===== config.mk =====
export PLATFORM = sky130hd
export DESIGN_NAME = read_b_out
export DESIGN_NICKNAME = d
export VERILOG_FILES = /design/src/rtl/read_b_out.sv
export SDC_FILE = /design/constraint.sdc
export NUM_CORES = 1
export LEC_CHECK = 0
export CORE_UTILIZATION = 42
export CTS_CLUSTER_DIAMETER = 30
export DETAILED_ROUTE_END_ITERATION = 16
export GPL_TIMING_DRIVEN = 0
export PLACE_DENSITY = 0.8
export SYNTH_ARGS = -nofsm -noshare
export SYNTH_HDL_FRONTEND = slang
export SYNTH_SLANG_ARGS = --single-unit

===== constraint.sdc =====
create_clock -name clk -period 4.56 [get_ports clk]
set_input_delay 0.684 -clock clk [delete_from_list [all_inputs] [get_ports clk]]
set_output_delay 0.684 -clock clk [all_outputs]
set_load 0.05 [all_outputs]

===== src/rtl/read_b_out.sv =====
// Drains a standard (non-FWFT) FIFO and wraps each word in a fixed {leaf, port} header
// for the NoC leaf interface, holding every packet until downstream accepts it.
module read_b_out #(
   parameter int unsigned PAYLOAD_BITS = 64,
   parameter int unsigned ADDR_BITS    = 5,
   parameter int unsigned PORT_BITS    = 4,
   parameter int unsigned DST_LEAF     = 1,
   parameter int unsigned DST_PORT     = 2,
   parameter int unsigned CNT_BITS     = 32
) (
   input  logic                                      clk,
   input  logic                                      reset,
   input  logic                                      empty,
   input  logic [PAYLOAD_BITS-1:0]                   dout,
   output logic                                      rd_en,
   input  logic                                      ready,
   output logic                                      vld_out,
   output logic [ADDR_BITS+PORT_BITS+PAYLOAD_BITS-1:0] dout_leaf_interface2noc,
   output logic [CNT_BITS-1:0]                       sent_count
);

   localparam logic [ADDR_BITS-1:0] LEAF = ADDR_BITS'(DST_LEAF);
   localparam logic [PORT_BITS-1:0] PORT = PORT_BITS'(DST_PORT);

   typedef enum logic [1:0] {IDLE, FETCH, SEND} state_t;

   state_t                  state;
   logic [PAYLOAD_BITS-1:0] payload;
   logic                    accept;

   assign accept = (state == SEND) && ready;

   // Pop in IDLE, or in SEND on the same cycle the current packet is accepted.
   assign rd_en = !reset && !empty && ((state == IDLE) || accept);

   assign dout_leaf_interface2noc = {LEAF, PORT, payload};

   always_ff @(posedge clk or posedge reset) begin
      if (reset) begin
         state      <= IDLE;
         vld_out    <= 1'b0;
         payload    <= '0;
         sent_count <= '0;
      end else begin
         unique case (state)
            IDLE: begin
               if (!empty) state <= FETCH;
            end
            FETCH: begin
               payload <= dout;
               vld_out <= 1'b1;
               state   <= SEND;
            end
            SEND: begin
               if (ready) begin
                  sent_count <= sent_count + 1'b1;
                  vld_out    <= 1'b0;
                  state      <= empty ? IDLE : FETCH;
               end
            end
            default: begin
               state   <= IDLE;
               vld_out <= 1'b0;
            end
         endcase
      end
   end

endmodule

==> qor_table.md, run 1 <==
| Step | Metric | Value |
|:---|:---|:---|
| global route | Total congestion overflow | 0 |
| yosys | Flip-flop cell with the highest count after synthesis | sky130_fd_sc_hd__dfrtp_1 |
| die | Die Area | 10000 um^2 |
| sta | Post-route minimum period | 3610 ps |
| placed design | Weighted congestion reported at the end of routability-driven placement | 0.747 |
| detailed routing | Total number of vias | 2899 |
| sta | Smallest setup slack after layout | 953 ps |
| die | Die Width | 100 um |
| clocking | Clock-pin slew reported for the worst setup and hold paths after clock tree synthesis | 90 ps |
| yosys | Number of unique standard cell types used by synthesis | 32 |
| die | I/O pin count | 175 |
| global route | Wire length of the first global-routing pass | 14.3 mm |
| placed design | I/O Buffers | 165 |
| sta | Worst-margin pin slew | 796 ps |
| sta | Number of hold-slack violations in the final timing report | 0 |
| yosys | Number of synthesized register bits | 99 |
| run status | Outcome | finished, final reports clean |
| worst setup path | Critical Path Start Type | input pin |
| placed design | Placed inst area | 5920 um^2 |
| placed design | Number of cells in the design after placement | 587 |
| worst setup path | Crit path required time | 3880 ps |
| power | Pwr per Cell Area | 612 nW/um^2 |
| sta | Setup skew after layout | 12.3 ps |
| global route | Via count of the first global-routing pass | 2923 |
| final layout | Area growth from synthesis to final layout | 51.1% |
| final layout | Final cell count without fillers | 603 |
| final layout | Final net count | 538 |
| sta | Final period util | 79.1% |
| run | Max-cap check violation count | 0 |
| yosys | Post-Synthesis Cells | 285 |
| die | Core Rows | 35 |
| final layout | Final instance area | 6130 um^2 |
| detailed routing | Detailed Routing Iterations Pass 1 | 4 |
| yosys | Syn. warnings | 0 |
| detailed routing | Final routed wirelength across all metal layers | 8.85 mm |
| placed design | Detailed-placement wirelength estimate | 6.66 mm |
| clocking | Hold-fix buffers at CTS | 0 |
| detailed routing | Average wire per cell in the routed design | 14.7 um |
| detailed routing | Number of nets with antenna violations after detailed routing | 0 |
| sta | Setup violators final | 0 |
| final layout | Diode insertion count for antenna repair | 0 |
| sta | Worst slew margin | 46.5% |
| placed design | Dpl ws | 904 ps |
| clocking | Clock tree from TritonCTS | yes |
| die | Starting Density | 43.7% |
| final layout | Layout cell share with drive strength beyond 1 | 21.3% |
| clocking | Clock buffer depth | 2 |
| global route | GRT Overall Usage | 18.3% |
| clocking | Count of cells resized by post-cts repair | 0 |
| yosys | Sequential-to-total area share from yosys stat | 61.1% |
| global route | Antenna violations before repair | 0 |
| sta | RSZ-0062 raised after global routing | no |
| clocking | Number of buffers inserted during clock tree synthesis | 9 |
| final layout | Fillers | 710 |
| detailed routing | Via-per-instance ratio | 4.81 |
| worst setup path | CP Capture Type | output port |
| yosys | Mean Syn Cell Area | 14.2 um^2 |
| final layout | Final design utilization | 66.0% |
| detailed routing | DRC violation count after routing | 0 |
| yosys | Post-synth design cell area | 4050 um^2 |
| clocking | Buffer type at the clock tree root | sky130_fd_sc_hd__clkbuf_8 |
| yosys | Number of enable-type register cells in the synthesized netlist | 0 |
| sta | Final Max Slew Viols | 0 |
| yosys | Asr flop ratio synth | 100% |
| clocking | TritonCTS Sinks | 99 |
| worst setup path | Data arrival time of the critical path | 2920 ps |
| worst hold path | Worst min-delay path category | reg -> reg |
| global route | Pin count of the biggest net entering global routing | 57 |
| die | Floorplan Core Area | 9280 um^2 |
| detailed routing | Iter 0 DRT Violations | 104 |
| clocking | Insertion delay to the later sink of the worst-skew pair | 350 ps |
| sta | Achievable clock frequency | 0.277 GHz |
| power | Largest vdd supply drop | 0.389 mV |
| power | Leakage power figure | 2.60 nW |
| worst setup path | Maximum fanout along the worst path | 56 |
| clocking | Deepest level of the CTS H-tree | 3 |
| worst setup path | Category of the most critical setup path | in -> out |
| die | Die extent in y | 100 um |
| clocking | Number of post-CTS setup repair buffers | 0 |
==> Yosys cell counts (2+ instances only) <==
cell / count / area [um^2]
sky130_fd_sc_hd__dfrtp_1: 99 / 2480
sky130_fd_sc_hd__mux2_2: 65 / 732
sky130_fd_sc_hd__xnor2_1: 23 / 201
sky130_fd_sc_hd__nand3_1: 11 / 55.1
sky130_fd_sc_hd__buf_4: 9 / 67.6
sky130_fd_sc_hd__nand2_1: 9 / 33.8
sky130_fd_sc_hd__nand4_1: 9 / 56.3
sky130_fd_sc_hd__xor2_1: 8 / 70.1
sky130_fd_sc_hd__and3_1: 7 / 43.8
sky130_fd_sc_hd__and4_1: 6 / 52.6
sky130_fd_sc_hd__buf_2: 5 / 25.0
sky130_fd_sc_hd__inv_1: 5 / 18.8
sky130_fd_sc_hd__nor3_1: 5 / 25.0
sky130_fd_sc_hd__nor2_1: 4 / 15.0
sky130_fd_sc_hd__clkbuf_1: 2 / 7.51
sky130_fd_sc_hd__conb_1: 2 / 7.51
==> metrics by stage <==
step                      setup TNS, ps  power (mW)  hold WS (ps)
after floorplan                       0        2.53           515
final                                 0        3.75           477
after global placement           -15460        3.18           455
after global routing                  0        3.91           491
after CTS                             0        3.79           481
after detailed placement              0        3.21           465
==> critical path, cell delays in order <==
cell and delay [ps]:
sky130_fd_sc_hd__clkdlybuf4s50_1 440, sky130_fd_sc_hd__inv_4 430, sky130_fd_sc_hd__buf_16 320, sky130_fd_sc_hd__and2_1 180, sky130_fd_sc_hd__clkdlybuf4s50_1 820
==> where the power goes <==
group | internal (mW) | total (mW) | leakage, nW | switching (mW)
clock | 0.271 | 0.569 | 0.0922 | 0.297
combinational | 0.702 | 1.90 | 1.29 | 1.20
sequential | 1.13 | 1.28 | 1.22 | 0.149
total | 2.11 | 3.75 | 2.60 | 1.64
==> layout make-up <==
class	instances	area [um^2]	area share, %
buffer	17	111	1.82
clock buffer	11	141	2.31
clock inverter	5	61.3	1.00
inverter	5	21.3	0.347
multi-input combinational	171	1470	24.0
sequential	99	2480	40.4
tap	129	161	2.63
timing repair buffer	166	1680	27.4
==> routing by layer <==
layer,global-route usage [%],up-vias,wire length [um]
li1,-,1347,-
met1,22.5,1427,3640
met2,30.1,111,4390
met3,5.50,14,685
met4,7.36,0,138
met5,0,-,0
==> cell families (layout without fill, tap and decap cells) <==
logic type / count (synthesis) / after routing / share of synthesized area, %
flip-flops: 99 / 99 / 61.1
multiplexers: 65 / 65 / 18.1
AND/OR/NAND/NOR: 62 / 62 / 9.94
XOR/XNOR: 31 / 31 / 6.70
buffers and inverters: 22 / 204 / 3.21
AO/OA/AOI/OAI: 3 / 3 / 0.494
other: 2 / 9 / 0.185
adder cells (fa/ha/maj): 1 / 1 / 0.309
==> cells in the final DEF (no fill, tap or decap), drive strengths merged, types with 2 or more instances in the layout <==
master and n:
clkdlybuf4s50 165, dfrtp 99, mux2 65, xnor2 23, buf 16, clkbuf 13, nand3 11, nand4 9
nand2 9, conb 9, xor2 8, and3 7, and4 6, inv 6, nor3 5, nor2 4
clkinvlp 3, nand4b 2
==> worst paths after layout <==
| kind | end | start | depth (start not counted) | slack (ps) |
|---|---|---|---|---|
| worst max-delay path | rd_en | reset | 5 | 950 |
| worst min-delay path | sent_count[31] | sent_count[31] | 1 | 480 |
| worst max register to register | sent_count[28] | state[0] | 4 | 2630 |
| worst min register to register | sent_count[31] | sent_count[31] | 1 | 480 |
| max in group asynchronous | sent_count[4] | reset | 3 | 3150 |
| min in group asynchronous | payload[58] | reset | 2 | 740 |
==> sequential cells by signal, summed over array words and instances (netlist names) <==
| signal | cells |
|---|---|
| state | 2 |
| vld_out | 1 |
| payload | 64 |
| sent_count | 32 |
Note: power is estimated with default switching activity, not from simulation.
==> run 2: changes to the inputs <==
--- a/config.mk
+++ b/config.mk
@@ -5,11 +5,11 @@
 export SDC_FILE = /design/constraint.sdc
 export NUM_CORES = 1
 export LEC_CHECK = 0
-export CORE_UTILIZATION = 42
+export CORE_UTILIZATION = 38
 export CTS_CLUSTER_DIAMETER = 30
 export DETAILED_ROUTE_END_ITERATION = 16
 export GPL_TIMING_DRIVEN = 0
-export PLACE_DENSITY = 0.8
+export PLACE_DENSITY = 0.76
 export SYNTH_ARGS = -nofsm -noshare
 export SYNTH_HDL_FRONTEND = slang
 export SYNTH_SLANG_ARGS = --single-unit
==> constraint.sdc (replaced) <==
create_clock -name clk -period 2.9 [get_ports clk]
set_input_delay 0.435 -clock clk [delete_from_list [all_inputs] [get_ports clk]]
set_output_delay 0.435 -clock clk [all_outputs]
set_load 0.05 [all_outputs]
==> run 2 against run 1 <==
Utilization down 6.4 points. Count of clock-buffer cells in the layout up 4. First-iteration DRC count down 25%. Sequential share of layout area down 0.16 points. Register-to-register slack worse by 1700 ps. Critical path depth up 1. Highest routed layer unchanged. Largest power group unchanged. Wire length up 1.3%. Clock power up 50%. Die area up 10%. Sequential power up 58%. Final area up 0.39%. Worst hold slack better by 1.2 ps.
==> qor_table.md, run 2 (same netlist as run 1, synthesis figures left out) <==
| Step | Metric | Value | vs previous |
|:---|:---|:---|:---|
| detailed routing | Average wire per cell in the routed design | 14.6 um | -0.32% |
| die | I/O pin count | 175 | unchanged |
| clocking | Clock buffer depth | 2 | unchanged |
| placed design | Weighted congestion reported at the end of routability-driven placement | 0.729 | -2.5% |
| clocking | Number of buffers inserted during clock tree synthesis | 9 | unchanged |
| global route | Wire length of the first global-routing pass | 14.9 mm | +4.3% |
| final layout | Register name with the most flops | payload |  |
| power | Power consumption | 5.86 mW | +56% |
| global route | Antenna violations before repair | 0 | unchanged |
| worst setup path | Crit path cell chain | clkdlybuf4s50_1 > clkinvlp_4 > buf_12 > buf_12 > and2_1 > clkdlybuf4s15_1 |  |
| placed design | I/O Buffers | 165 | unchanged |
| worst hold path | Worst min-delay path category | reg -> reg |  |
| die | Die Width | 105 um | +5.0% |
| sta | Worst slew margin | 43.4% | -3.1 points |
| final layout | Flip-flop count of the largest register, all copies and words added | 64 | unchanged |
| final layout | Biggest registers after layout | payload x64, sent_count x32, state x2 |  |
| sta | Worst-margin pin slew | 842 ps | +46.1 ps |
| worst setup path | CP most frequent cell | sky130_fd_sc_hd__buf_12 |  |
| power | Pwr per Cell Area | 953 nW/um^2 | +56% |
| sta | Achievable clock frequency | 0.373 GHz |  |
| final layout | Layout cell share with drive strength beyond 1 | 21.6% | +0.29 points |
| detailed routing | Number of nets with antenna violations after detailed routing | 0 | unchanged |
| sta | RSZ-0062 raised after global routing | no |  |
| sta | Final period util | 92.5% |  |
| clocking | TritonCTS Sinks | 99 | unchanged |
| detailed routing | Final routed wirelength across all metal layers | 8.97 mm | +1.3% |
| die | Starting Density | 39.3% | -4.4 points |
| global route | Pin count of the biggest net entering global routing | 42 | -26% |
| final layout | Final design utilization | 59.6% | -6.4 points |
| sta | Setup skew after layout | 6.37 ps | -5.89 ps |
| clocking | Clock tree from TritonCTS | yes |  |
| final layout | Final instance area | 6150 um^2 | +0.39% |
| worst setup path | FF-to-FF setup slack | 960 ps | -1670 ps |
| global route | Total congestion overflow | 0 | unchanged |
| final layout | Diode insertion count for antenna repair | 0 | unchanged |
| worst setup path | Data arrival time of the critical path | 2250 ps | -670 ps |
| worst setup path | Category of the most critical setup path | in -> out |  |
| placed design | Placed inst area | 5950 um^2 | +0.38% |
| die | Core Rows | 37 | +5.7% |
| clocking | Clock-pin slew reported for the worst setup and hold paths after clock tree synthesis | 80 ps | about the same |
| die | Floorplan Core Area | 10300 um^2 | +11% |
| placed design | Dpl ws | -464 ps | -1370 ps |
| global route | GRT Overall Usage | 17.4% | -0.86 points |
| global route | Via count of the first global-routing pass | 3041 | +4.0% |
| placed design | Detailed-placement wirelength estimate | 6.84 mm | +2.8% |
| worst setup path | Crit path required time | 2470 ps | -1410 ps |
| die | Die Area | 11100 um^2 | +10% |
| worst setup path | Peak per-stage delay on the critical path | 510 ps | -310 ps |
| worst setup path | Crit-path slowest cell | sky130_fd_sc_hd__clkdlybuf4s50_1 |  |
| clocking | Deepest level of the CTS H-tree | 3 | unchanged |
| run | Max-cap check violation count | 0 | unchanged |
| detailed routing | Via-per-instance ratio | 4.75 | -1.3% |
| die | Die extent in y | 105 um | +5.0% |
| clocking | Insertion delay to the later sink of the worst-skew pair | 360 ps | about the same |
| worst setup path | Critical Path Start Type | input pin |  |
| final layout | Leading cell type in the layout, fill and taps excluded | sky130_fd_sc_hd__clkdlybuf4s50_1 |  |
| final layout | Area growth from synthesis to final layout | 51.7% |  |
| sta | Final Max Slew Viols | 0 | unchanged |
| power | Largest vdd supply drop | 0.592 mV | +52% |
| detailed routing | DRC violation count after routing | 0 | unchanged |
| sta | Final hold slack | 479 ps | +1.23 ps |
| sta | Number of hold-slack violations in the final timing report | 0 | unchanged |
| worst setup path | Maximum fanout along the worst path | 41 | -27% |
| clocking | Buffer type at the clock tree root | sky130_fd_sc_hd__clkbuf_8 |  |
| sta | Setup TNS | 0 ps | unchanged |
| final layout | Final cell count without fillers | 613 | +1.7% |
| sta | Setup violators final | 0 | unchanged |
| detailed routing | Total number of vias | 2909 | +0.34% |
| detailed routing | Detailed Routing Iterations Pass 1 | 4 | unchanged |
| run status | Outcome | finished, final reports clean |  |
| power | Leakage power figure | 2.61 nW | +0.59% |
| detailed routing | Iter 0 DRT Violations | 78 | -25% |
| final layout | Final net count | 541 | +0.56% |
| final layout | Most frequent cells in the layout | sky130_fd_sc_hd__clkdlybuf4s50_1 (164), sky130_fd_sc_hd__dfrtp_1 (99), sky130_fd_sc_hd__mux2_2 (65) |  |
| sta | Smallest setup slack after layout | 218 ps | -735 ps |
| sta | Post-route minimum period | 2680 ps |  |
| final layout | Fillers | 818 | +15% |
| worst setup path | CP Capture Type | output port |  |
| placed design | Number of cells in the design after placement | 595 | +1.4% |
-- run 2: worst max-delay path, delay by kind of cell --
kind                   cells  cell delay [ps]
buffers and inverters      5             1630
AND/OR/NAND/NOR            1              160
-- run 2: power by group --
group / switching (mW) / leakage (nW) / total (mW) / internal, mW
registers: 0.239 / 1.22 / 2.02 / 1.78
clock network: 0.448 / 0.0997 / 0.854 / 0.406
logic: 1.88 / 1.29 / 2.98 / 1.11
total: 2.57 / 2.61 / 5.86 / 3.30
-- run 2: final timing paths --
path	endpoint	from	cells after the start
setup / recovery	rd_en	reset	6
hold / removal	sent_count[31]	sent_count[31]	1
hold reg to reg	sent_count[31]	sent_count[31]	1
setup reg to reg	sent_count[18]	state[0]	4
max in group asynchronous	sent_count[30]	reset	4
min in group asynchronous	payload[36]	reset	2
-- run 2: layout make-up --
type / instances / area [um^2] / share of cell area (%)
flip-flops and latches: 99 / 2480 / 40.3
repair buffers: 168 / 1700 / 27.6
multi-input cells: 171 / 1470 / 23.9
clock buffers: 15 / 186 / 3.03
well taps: 136 / 170 / 2.77
plain buffers: 17 / 111 / 1.81
inverters: 5 / 22.5 / 0.366
clock inverters: 1 / 5.00 / 0.0814
repair inverters: 1 / 5.00 / 0.0814
-- run 2: what timing repair did --
item / CTS / global route
buffers inserted: 1 / 0
setup endpoints to repair: 1 / 0
hold buffers: 0 / 0
hold endpoints to repair: 0 / 0
gates resized for setup: 2 / 0
-- run 2: metal layers --
| metal | track usage (%) | routed length, um |
|---|---|---|
| met4 | 8.15 | 164 |
| met2 | 29.7 | 4630 |
| met1 | 20.0 | 3510 |
| met5 | 0 | 0 |
| met3 | 5.26 | 665 |
==> run 3: changes to the inputs <==
--- a/config.mk
+++ b/config.mk
@@ -5,11 +5,11 @@
 export SDC_FILE = /design/constraint.sdc
 export NUM_CORES = 1
 export LEC_CHECK = 0
-export CORE_UTILIZATION = 38
+export CORE_UTILIZATION = 30
+export CTS_BUF_LIST = sky130_fd_sc_hd__clkbuf_4 sky130_fd_sc_hd__clkbuf_8
 export CTS_CLUSTER_DIAMETER = 30
 export DETAILED_ROUTE_END_ITERATION = 16
 export GPL_TIMING_DRIVEN = 0
-export PLACE_DENSITY = 0.76
 export SYNTH_ARGS = -nofsm -noshare
 export SYNTH_HDL_FRONTEND = slang
 export SYNTH_SLANG_ARGS = --single-unit
==> run 3 against run 2 <==
Via count decreased by 1.2%. Largest cell class unchanged. Worst setup slack better by 210 ps. Worst hold slack lost 2.5 ps. Cell count up 6.5%. Flip-flop and latch count unchanged. Total power up 3.8%. Sequential share of layout area decreased by 0.71 points. Largest power group unchanged. Fmax increased by 8.3%.
==> qor_table.md, run 3 (same netlist as run 1, synthesis figures left out) <==
| Step | Metric | Value | vs previous |
|:---|:---|:---|:---|
| run status | Outcome | finished, final reports clean |  |
| global route | Via count of the first global-routing pass | 3026 | -0.49% |
| die | Starting Density | 30.7% | -8.5 points |
| worst setup path | FF-to-FF setup slack | 950 ps | about the same |
| worst setup path | RR Startpoint | state[1] |  |
| global route | Wire length of the first global-routing pass | 14.9 mm | +0.32% |
| power | Pwr per Cell Area | 972 nW/um^2 | +2.0% |
| run | Max-cap check violation count | 0 | unchanged |
| final layout | Final instance area | 6260 um^2 | +1.8% |
| final layout | Area growth from synthesis to final layout | 54.4% |  |
| detailed routing | Detailed Routing Iterations Pass 1 | 4 | unchanged |
| power | Switching Power | 2.60 mW | +1.3% |
| final layout | Fillers | 1202 | +47% |
| power | Largest vdd supply drop | 0.652 mV | +10% |
| sta | Setup skew after layout | 9.18 ps | +2.80 ps |
| worst setup path | Number of logic stages on the critical path including buffering | 5 | -1 |
| die | Die Width | 118 um | +12% |
| worst setup path | CP Capture Type | output port |  |
| power | Clock power frac | 17.8% | +3.2 points |
| worst setup path | Crit path launch | ready |  |
| final layout | Leading cell type in the layout, fill and taps excluded | sky130_fd_sc_hd__clkdlybuf4s50_1 |  |
| clocking | Insertion delay to the later sink of the worst-skew pair | 370 ps | about the same |
| detailed routing | Average wire per cell in the routed design | 14.1 um | -3.5% |
| detailed routing | Iter 0 DRT Violations | 84 | +7.7% |
| sta | Setup violators final | 0 | unchanged |
| placed design | Number of cells in the design after placement | 635 | +6.7% |
| global route | Antenna violations before repair | 0 | unchanged |
| detailed routing | Total number of vias | 2873 | -1.2% |
| final layout | Biggest registers after layout | payload x64, sent_count x32, state x2 |  |
| clocking | Clock tree from TritonCTS | yes |  |
| placed design | Detailed-placement wirelength estimate | 6.85 mm | +0.12% |
| detailed routing | Final routed wirelength across all metal layers | 9.22 mm | +2.8% |
| sta | Post-route minimum period | 2480 ps | -206 ps |
| final layout | Register name with the most flops | payload |  |
| clocking | TritonCTS Sinks | 99 | unchanged |
| die | I/O pin count | 175 | unchanged |
| power | Power consumption | 6.08 mW | +3.8% |
| die | Die extent in y | 118 um | +12% |
| worst setup path | Crit-path slowest cell | sky130_fd_sc_hd__clkdlybuf4s50_1 |  |
| die | Core Rows | 42 | +14% |
| placed design | Placed inst area | 6000 um^2 | +0.84% |
| placed design | I/O Buffers | 165 | unchanged |
| detailed routing | Via-per-instance ratio | 4.40 | -7.3% |
| final layout | Footprint of the multi-input gates | 1470 um^2 | unchanged |
| die | Floorplan Core Area | 13200 um^2 | +28% |
| worst setup path | Critical Path Start Type | input pin |  |
| worst setup path | Crit path cell chain | clkdlybuf4s50_1 > inv_1 > a211oi_1 > and2_1 > dlymetal6s2s_1 |  |
| worst hold path | Worst min-delay path category | reg -> reg |  |
| final layout | Layout cell share with drive strength beyond 1 | 22.0% | +0.42 points |
| global route | Pin count of the biggest net entering global routing | 42 | unchanged |
| final layout | Final net count | 541 | unchanged |
| sta | Final Max Slew Viols | 0 | unchanged |
| sta | RSZ-0062 raised after global routing | no |  |
| placed design | Weighted congestion reported at the end of routability-driven placement | 0.733 | +0.55% |
| worst hold path | Number of stages on the worst hold path | 1 | unchanged |
| detailed routing | DRC violation count after routing | 0 | unchanged |
| sta | Achievable clock frequency | 0.404 GHz | +8.3% |
| sta | Worst slew margin | 45.0% | +1.6 points |
| worst setup path | Peak per-stage delay on the critical path | 660 ps | +150 ps |
| global route | GRT Overall Usage | 13.8% | -3.6 points |
| worst setup path | Crit path required time | 2470 ps | about the same |
| detailed routing | Number of nets with antenna violations after detailed routing | 0 | unchanged |
| die | Die Area | 14000 um^2 | +26% |
| worst setup path | Number of cells on the worst reg-to-reg path | 4 | unchanged |
| clocking | Buffer type at the clock tree root | sky130_fd_sc_hd__clkbuf_8 |  |
| power | Switching power share of the total | 42.7% | -1.1 points |
| worst setup path | Worst setup endpoint | rd_en |  |
| final layout | Flip-flop count of the largest register, all copies and words added | 64 | unchanged |
| final layout | Final cell count without fillers | 653 | +6.5% |
| clocking | Deepest level of the CTS H-tree | 3 | unchanged |
| worst setup path | Top Family by Delay on Critical Path | buffers and inverters |  |
| worst setup path | Critical register-to-register path endpoint | payload[4] |  |
| clocking | Clock buffer depth | 2 | unchanged |
| power | Sequential share of power | 33.2% | -1.3 points |
| worst setup path | Crit path buf inv count | 3 | -2 |
| clocking | Clock-pin slew reported for the worst setup and hold paths after clock tree synthesis | 90 ps | about the same |
| sta | Final period util | 85.4% | -7.1 points |
| final layout | Reg area | 2480 um^2 | unchanged |
| power | Leakage power figure | 2.65 nW | +1.5% |
| worst setup path | Data arrival time of the critical path | 2040 ps | -210 ps |
| global route | Total congestion overflow | 0 | unchanged |
| sta | Number of hold-slack violations in the final timing report | 0 | unchanged |
| power | Comb pwr share | 49.0% | -1.9 points |
| final layout | Most frequent cells in the layout | sky130_fd_sc_hd__clkdlybuf4s50_1 (164), sky130_fd_sc_hd__dfrtp_1 (99), sky130_fd_sc_hd__mux2_2 (65) |  |
| power | Cell internal power dissipation | 3.49 mW | +5.8% |
| worst setup path | Category of the most critical setup path | in -> out |  |
| clocking | Number of buffers inserted during clock tree synthesis | 9 | unchanged |
| sta | Worst-margin pin slew | 818 ps | -23.7 ps |
| worst setup path | Maximum fanout along the worst path | 7 | -83% |
| final layout | Diode insertion count for antenna repair | 0 | unchanged |
-- run 3: final cells by class --
cell class,instances,area share (%)
flip-flops and latches,99,39.6
well taps,176,3.52
clock inverters,6,1.78
clock buffers,10,2.20
plain buffers,17,1.78
inverters,5,0.360
repair inverters,1,0.0800
multi-input cells,171,23.5
repair buffers,168,27.2
-- run 3: how the worst min path moves through the flow --
stage / from / end
after floorplan: empty / state[0]
after global placement: sent_count[31] / sent_count[31]
after detailed placement: sent_count[31] / sent_count[31]
after CTS: sent_count[31] / sent_count[31]
after global routing: sent_count[31] / sent_count[31]
final: sent_count[31] / sent_count[31]
-- run 3: stage by stage --
| stage | TNS (ps) | utilization (%) | hold slack (ps) | worst slack [ps] |
|---|---|---|---|---|
| CTS | 0 | 47.4 | 477 | 15.9 |
| finish | 0 | 47.5 | 476 | 424 |
| floorplan | 0 | - | 515 | 30.6 |
| global placement | -1720 | 45.2 | 456 | -1720 |
| global route | 0 | 47.5 | 501 | 304 |
| detailed placement | -364 | 45.5 | 464 | -364 |
-- run 3: layer usage --
layer | GRT usage [%] | part of all wire (%) | vias up
met3 | 5.31 | 8.4 | 10
met1 | 16.2 | 42 | 1403
li1 | - | - | 1358
met5 | 0 | 0 | -
met2 | 22.1 | 48 | 102
met4 | 6.73 | 1.8 | 0
-- run 3: worst register-to-register path, delay by kind of cell (launching register included) --
kind,cells,cell delay (ps)
muxes,1,370
buffers and inverters,2,740
and+or+nand+nor,1,250
DFF,1,480
-- run 3: timing repair --
item                                    4_1_cts  5_1_grt
hold buffers                                  0        0
cloned                                        1        0
endpoints found under the setup margin        1        1
pin swaps                                     0        0
buffers inserted                              1        0
resized for setup                             0        1
-- run 3: power by group through the flow --
| stage | sequential, mW | combinational (mW) | clock [mW] |
|---|---|---|---|
| after floorplan | 3.45 | 0.530 | 0 |
| after global placement | 2.03 | 2.99 | 0 |
| after detailed placement | 2.05 | 3.00 | 0 |
| after CTS | 2.03 | 3.01 | 1.13 |
| after global routing | 2.08 | 3.09 | 1.18 |
| final | 2.02 | 2.98 | 1.08 |
